[src/rtl/buzzer_sos_pattern_module.sv]
// Plays one Morse "SOS" on the buzzer pin for every start pulse accepted in idle.
// A unit counter and a unit tally time each element and gap against a 9-entry table.
module buzzer_sos_pattern_module #(
    parameter int T_UNIT    = 5_000_000,
    parameter int TONE_HALF = 12_500
) (
    input  logic CLK,
    input  logic RSTn,
    input  logic SOS_En_Sig,
    output logic Pin_Out,
    output logic Envelope,
    output logic Busy,
    output logic Done_Sig
);
    localparam int UW = $clog2(T_UNIT);
    localparam int TW = (TONE_HALF > 1) ? $clog2(TONE_HALF) : 1;
    localparam logic [UW-1:0] U_LAST = UW'(T_UNIT - 1);
    localparam logic [TW-1:0] T_LAST = TW'(TONE_HALF - 1);
    localparam logic [3:0]    IDX_LAST = 4'd8;

    typedef enum logic [1:0] {IDLE, ON, OFF} state_t;

    state_t          state, state_nx;
    logic [3:0]      idx, idx_nx;
    logic [UW-1:0]   ucnt, ucnt_nx;
    logic [1:0]      tally, tally_nx;
    logic [TW-1:0]   tcnt, tcnt_nx;
    logic            tone, tone_nx;
    logic            pin, pin_nx;
    logic            done, done_nx;
    logic [1:0]      seg_units;
    logic            seg_end;

    // Dashes sit at indices 3..5; everything else is a one-unit dot.
    function automatic logic [1:0] el_units(input logic [3:0] i);
        return (i >= 4'd3 && i <= 4'd5) ? 2'd3 : 2'd1;
    endfunction

    // Inter-character gaps follow the last dot of S and the last dash of O.
    function automatic logic [1:0] gap_units(input logic [3:0] i);
        return (i == 4'd2 || i == 4'd5) ? 2'd3 : 2'd1;
    endfunction

    always_ff @(posedge CLK or negedge RSTn) begin
        if (!RSTn) begin
            state <= IDLE;
            idx   <= '0;
            ucnt  <= '0;
            tally <= '0;
            tcnt  <= '0;
            tone  <= 1'b0;
            pin   <= 1'b0;
            done  <= 1'b0;
        end else begin
            state <= state_nx;
            idx   <= idx_nx;
            ucnt  <= ucnt_nx;
            tally <= tally_nx;
            tcnt  <= tcnt_nx;
            tone  <= tone_nx;
            pin   <= pin_nx;
            done  <= done_nx;
        end
    end

    always_comb begin
        state_nx  = state;
        idx_nx    = idx;
        ucnt_nx   = ucnt;
        tally_nx  = tally;
        done_nx   = 1'b0;
        seg_units = (state == ON) ? el_units(idx) : gap_units(idx);
        seg_end   = (ucnt == U_LAST) && (tally == seg_units - 2'd1);
        case (state)
            IDLE: begin
                if (SOS_En_Sig) begin
                    state_nx = ON;
                    idx_nx   = '0;
                    ucnt_nx  = '0;
                    tally_nx = '0;
                end
            end
            ON, OFF: begin
                if (seg_end) begin
                    ucnt_nx  = '0;
                    tally_nx = '0;
                    if (state == OFF) begin
                        state_nx = ON;
                        idx_nx   = idx + 4'd1;
                    end else if (idx == IDX_LAST) begin
                        state_nx = IDLE;
                        done_nx  = 1'b1;
                    end else begin
                        state_nx = OFF;
                    end
                end else if (ucnt == U_LAST) begin
                    ucnt_nx  = '0;
                    tally_nx = tally + 2'd1;
                end else begin
                    ucnt_nx = ucnt + 1'b1;
                end
            end
            default: state_nx = IDLE;
        endcase
    end

    // Tone phase restarts high on every element so each one begins identically.
    always_comb begin
        tcnt_nx = tcnt;
        tone_nx = tone;
        if (state_nx == ON && state != ON) begin
            tcnt_nx = '0;
            tone_nx = 1'b1;
        end else if (state == ON) begin
            if (tcnt == T_LAST) begin
                tcnt_nx = '0;
                tone_nx = ~tone;
            end else begin
                tcnt_nx = tcnt + 1'b1;
            end
        end
        pin_nx = tone_nx & (state_nx == ON);
    end

    assign Pin_Out  = pin;
    assign Envelope = (state == ON);
    assign Busy     = (state != IDLE);
    assign Done_Sig = done;
endmodule

[config.mk]
export PLATFORM = sky130hd
export DESIGN_NAME = buzzer_sos_pattern_module
export DESIGN_NICKNAME = d
export VERILOG_FILES = /design/src/rtl/buzzer_sos_pattern_module.sv
export SDC_FILE = /design/constraint.sdc
export NUM_CORES = 1
export LEC_CHECK = 0
export ABC_AREA = 1
export CORE_MARGIN = 2
export CORE_UTILIZATION = 50
export CTS_CLUSTER_DIAMETER = 30
export CTS_CLUSTER_SIZE = 40
export DETAILED_ROUTE_END_ITERATION = 10
export GPL_TIMING_DRIVEN = 0
export HOLD_SLACK_MARGIN = 0.15
export PLACE_DENSITY = 0.71
export SYNTH_ARGS = -nofsm -noshare
export SYNTH_HDL_FRONTEND = slang
export SYNTH_SLANG_ARGS = --single-unit
[constraint.sdc]
create_clock -name CLK -period 2 [get_ports CLK]
set_input_delay 0.3 -clock CLK [delete_from_list [all_inputs] [get_ports CLK]]
set_output_delay 0.3 -clock CLK [all_outputs]
set_load 0.01 [all_outputs]
* Yosys cells after proc, flatten, opt, wreduce, memory -nomap -nowiden
Cells that the tools add are included.
** Word-level totals
- Register bits :: 48
- Bits of input ports :: 3
- Output and inout port bits :: 4
- Word-level logic and storage cells :: 73
** Cells by class
- Add/sub/neg operators :: 5
- $lt $le $gt $ge :: 2
- Eq/ne operators :: 14
- Muxes and demuxes :: 30
- Bitwise gates (word level) :: 2
- Reduce and logical (&&, ||, !) cells :: 12
** Operators by type and width (count)
- 23-bit 2-to-1 mux :: 3
- 23-bit one-hot mux with 2 select lines :: 1
- 14-bit 2-to-1 mux :: 3
- 23-bit by 1-bit adder with 23-bit output, second input constant :: 1
- 23-bit == test, second input constant :: 1
- 2-bit 2-to-1 mux :: 10
- 14-bit by 1-bit adder with 14-bit output, second input constant :: 1
- 14-bit == test, second input constant :: 1
- 4-bit 2-to-1 mux :: 3
- 2-bit one-hot mux with 2 select lines :: 2
- 4-bit one-hot mux with 2 select lines :: 1
- 1-bit 2-to-1 mux :: 7
- 2-bit inequality test, second input constant :: 3
- 2-bit nonzero test :: 3
- 4-bit by 1-bit adder with 4-bit output, second input constant :: 1
- 2-bit by 1-bit == test with 1-bit output, second input constant :: 2
- 4-bit by 2-bit == test with 1-bit output, second input constant :: 1
- 4-bit by 3-bit == test with 1-bit output, second input constant :: 1
- 4-bit == test, second input constant :: 1
- 4-bit by 2-bit >= comparator with 1-bit output, second input constant :: 1
- 4-bit by 3-bit <= comparator with 1-bit output, second input constant :: 1
- 4-bit AND reduction :: 1
- 1-bit logical AND :: 3
- 3-bit inequality test, second input constant :: 1
- other kinds (12) :: 12

* Logic depth before layout (Yosys ltp)
- Depth in word-level cells :: 13
- Depth in mapped cells :: 16
- Gate-level depth less buffers :: 15

* Worst setup path before layout
OpenSTA, ideal clock, no wires.
- Kind :: register to register
- Start point :: reg state[1]
- End point :: reg tcnt[11]
- Library setup time :: 0.117 ns
- Arrival :: 1.867 ns
- Slack :: 0.016 ns
- Cell stages (with the launch flop) :: 17
- Cells stage by stage :: dfrtp_1 > inv_1 > ha_1 > inv_2 > nand2_2 > nand3_2 > nand3_1 > nand2_1 > nand2_2 > nor2_2 > inv_1 > nand2_2 > nand2_2 > nand3_4 > buf_8 > nand3_2 > nand2_1
** Between the ends
- Cells in the longest elaborated chain, start to end :: 10
- Elaborated cells between the ends (all ways) :: 17
- Classes of those cells :: 1 x add/sub; 5 x eq/ne; 6 x mux; 5 x reduce/logical
** RTL lines
- from (decl) :: line 23 : state_t state, state_nx;
- from (signal assigned) :: line 55 : state <= state_nx;
- 2-bit by 1-bit == test with 1-bit output (*)
- via Envelope :: line 11 : output logic Envelope,
- 2-bit 2-to-1 mux :: line 72 : seg_units = (state == ON) ? el_units(idx) : gap_units(idx);
- 2-bit by 1-bit subtractor with 2-bit output :: line 73 : seg_end = (ucnt == U_LAST) && (tally == seg_units - 2'd1);
- 2-bit == test :: line 73
- 1-bit logical AND :: line 73
- 2-bit 2-to-1 mux :: line 84 : if (seg_end) begin
- 2-bit one-hot mux with 2 select lines :: line 74 : case (state)
- 2-bit by 1-bit == test with 1-bit output :: line 111 : if (state_nx == ON && state != ON) begin
- 1-bit logical AND :: line 111
- 14-bit 2-to-1 mux or 2-bit nonzero test (tied branches)
- to (signal assigned) :: line 59 : tcnt <= tcnt_nx;
- to (decl) :: line 27 : logic [TW-1:0] tcnt, tcnt_nx;
Mark *: on every way through the listed nets, which the timed path passes. The rest lies on a longest branch.
A chain may end at the register's enable or synchronous reset.

* Worst setup path in the final report
- Start point :: reg state[1]
- End point :: reg tcnt[1]
** Between the ends
- Cells in the longest elaborated chain, start to end :: 10
- Elaborated cells between the ends (all ways) :: 17
- Classes of those cells :: 1 x add/sub; 5 x eq/ne; 6 x mux; 5 x reduce/logical
** RTL lines (line)
- 2-bit by 1-bit == test with 1-bit output :: 72, 74, 114
- 2-bit 2-to-1 mux :: 72
- 2-bit by 1-bit subtractor with 2-bit output :: 73
- 2-bit == test :: 73
- 1-bit logical AND :: 73
- 2-bit 2-to-1 mux :: 84
- 2-bit one-hot mux with 2 select lines :: 74
- 2-bit by 1-bit == test with 1-bit output :: 111
- 1-bit logical AND :: 111
- 14-bit 2-to-1 mux or 2-bit nonzero test (tied branches)
Several ways; a longest one is shown, not always the timed one.

==> out/results.ini <==
[floorplanning]
initial_utilization_pct=52.1
die_area_mm2=0.00644
die_h_um=80.2
coreArea_mm2=0.00557
ioPinCount=7
rows=27
die_w_um=80.2

[timing]
fin_skew_ps=11.4
rsz0062_at_grt=yes
slew_viol_final=0
setup_slack_ps=-34.9
relSlewSlack_pct=70.3
max_freq_mhz=491
setup_viol=12
finalHoldViolations=0
fin_crit_ps=2030
worst_pin_slew_ps=445
period_share_pct=102

[cells_and_area]
final_nets=422
drive_gt1_share_pct=28.0
finalInstanceArea_mm2=0.00351
diodes=0
regArea_mm2=0.00120
n_fill_cell=471
multi_input_area_mm2=0.00159
area_delta_synth_final_pct=21.0
final_cells=482

[worst_setup_path]
crit_path_max_fanout=6
path_depth=14
path_cells=inv_2, ha_4, nand2_1, nand2_1, nand3_2, nand2_2, nand2_4, o21ai_2, nand3_2, nand2_2, nand3_4, buf_4, nand3_1, nand2_1
crit_top_cell=nand2_1
crit_path_top_delay_cell=dfrtp_1
setup.worst_path.end_class=register
cp.buffers_inverters=2
cpPeakStageDelay_ps=420
arrival_ps=2230
critical_path.top_delay_family=simple AND/OR/NAND/NOR gates
worstPathRequired_ps=2190
startpoint_type=register
critPathKind=reg -> reg
r2r_cells=14

[clock_network]
clkLatencyLatePin_ps=310
numClockSinks=48
clkSlewWorstSetupHoldPaths_ps=90
cts_max_level=2
cts_buffer_depth=2
numCtsBuffers=5
cts_tree=built
cts_root_buf=clkbuf_8

[place]
place_area_mm2=0.00307
numPortBuffers=6
placed_cells=450
gp_congestion=0.798
dp_hpwl_um=4190

[grt]
antenna_found_initial=0
grt_overflow=0
grt_max_degree=32
grt_use_total_pct=20.0
grt_pass1_vias=2377
grt_pass1_wl_um=10200

[route]
vias=2526
drt_iter0_drc=129
avgRoutedWirePerCell_um=12.9
drt_pass1_iterations=4
routed_wl_um=6220
vias_per_cell=5.24
antenna_left=0
drc=0

[power_and_ir_drop]
totalPowerFinal_w=0.00161
power_density_mw_per_mm2=459
p_leak_nw=1.67
ir_drop_mv=0.326

[synthesis]
synth-edff-count=0
syn_area_per_cell_um2=7.83
synth_area_mm2=0.00291
synth_cell_type_count=39
ys_seq_area_share_pct=41.3
synthCells=371
ys_ff_latch=48
synthTopCellsByArea=dfrtp_1, nand2_1, inv_1
ys_top_cells_by_count=nand2_1, dfrtp_1, inv_1
synth_top_area_share_pct=41.3
synth_fp_nets=384
ys.flop_type=dfrtp_1
yosysTopAreaCell=dfrtp_1
yosys_warnings=0
synthArstFlopShare_pct=100
synth.most_common_cell=nand2_1

[flow_run]
drv_cap=0

[min_path]
worst_hold_path_type=in -> async

[run_status]
outcome=complete, but fails checks
violations=negative setup slack

## repair_timing
item	in CTS	in global routing
buffers inserted	12	10
hold buffers	1	0
endpoints found under the hold margin	17	0
gates resized for setup	22	25
pin swaps	10	19
cloned	1	0
endpoints found under the setup margin	34	26
## metrics by stage
stage / setup WS [ps] / setup TNS (ps) / hold slack [ps] / utilization (%)
3_5_place_dp: -262 / -4940 / 271 / 55.1
2_1_floorplan: 16.2 / 0 / 4.41 / -
4_1_cts: -1.26 / -1.26 / 467 / 60.4
5_1_grt: -154 / -2020 / 518 / 63.1
3_3_place_gp: -753 / -39810 / 480 / 54.8
6_report: -34.9 / -207 / 459 / 63.1
## worst reg2reg max path: stages, from the launching register on
cell and delay [ps]:
dfrtp_1 420, inv_2 130, ha_4 200, nand2_1 60, nand2_1 100, nand3_2 100
nand2_2 90, nand2_4 60, o21ai_2 150, nand3_2 110, nand2_2 90, nand3_4 130
buf_4 170, nand3_1 50, nand2_1 50
## cell usage in the layout, fill, tap and decap left out, types with 2 or more instances in the layout
cell,instances
nand4_1,4
o21bai_1,2
buf_4,22
nor2_4,6
nor2_1,30
o21ai_1,8
nand3_2,15
a21oi_1,19
nand2_1,75
nand3_1,23
clkbuf_8,6
inv_1,36
nor2_2,9
o21ai_2,2
ha_1,7
o31ai_1,2
inv_2,20
nor3_4,4
a31oi_1,2
nand3_4,2
nand3b_1,3
clkdlybuf4s50_1,4
buf_6,2
nand2_2,10
nor3_1,8
ha_4,2
a21oi_2,2
xor2_1,5
dfrtp_1,48
buf_2,2
o21ai_0,9
## worst paths after layout
kind	start	end	slack [ps]
max	state[1]	tcnt[1]	-30
min	RSTn	idx[1]	460
max in group asynchronous	RSTn	tcnt[6]	1010
max reg2reg	state[1]	tcnt[1]	-30
min in group CLK	ucnt[12]	ucnt[13]	500
min reg2reg	ucnt[12]	ucnt[13]	500
## final cells by class
cell class                      instances  share of cell area (%)
Tap cell                               72                    2.56
Clock inverter                          1                   0.214
Timing Repair Buffer                   31                    7.94
Clock buffer                            7                    2.46
Buffer                                  4                    1.03
Sequential cell                        48                    34.2
Multi-Input combinational cell        261                    45.4
Inverter                               58                    6.27
## layer usage
| metal | vias up | part of all wire [%] | global-route usage [%] |
|---|---|---|---|
| met5 | - | 0 | 0 |
| met4 | 0 | 1.3 | 7.29 |
| met3 | 8 | 3.0 | 4.16 |
| met2 | 42 | 49 | 34.2 |
| met1 | 1194 | 47 | 25.0 |
| li1 | 1282 | - | - |
## cell families after synthesis
group                      Yosys count  synth area share (%)
and+or+nand+nor                    194                  33.9
buffers and inverters               62                  8.48
AOI/OAI and AO/OA                   51                  10.2
DFF                                 48                  41.3
adders and majority gates           10                  4.31
xor gates and xnor gates             6                  1.81
## flip-flops by register name, summed over array words and instances (netlist names)
| name | count |
|---|---|
| ucnt | 23 |
| tally | 2 |
| Done_Sig | 1 |
| Pin_Out | 1 |
| idx | 4 |
| state | 2 |
| tone | 1 |
| tcnt | 14 |
## power breakdown
part / total [W] / internal, W / switching [W]
clock network: 0.000613 / 0.000282 / 0.000331
logic: 0.0000310 / 0.00000847 / 0.0000226
registers: 0.000971 / 0.000971 / 0.000000512
total: 0.00161 / 0.00126 / 0.000354
(Power assumes the default switching activity.)
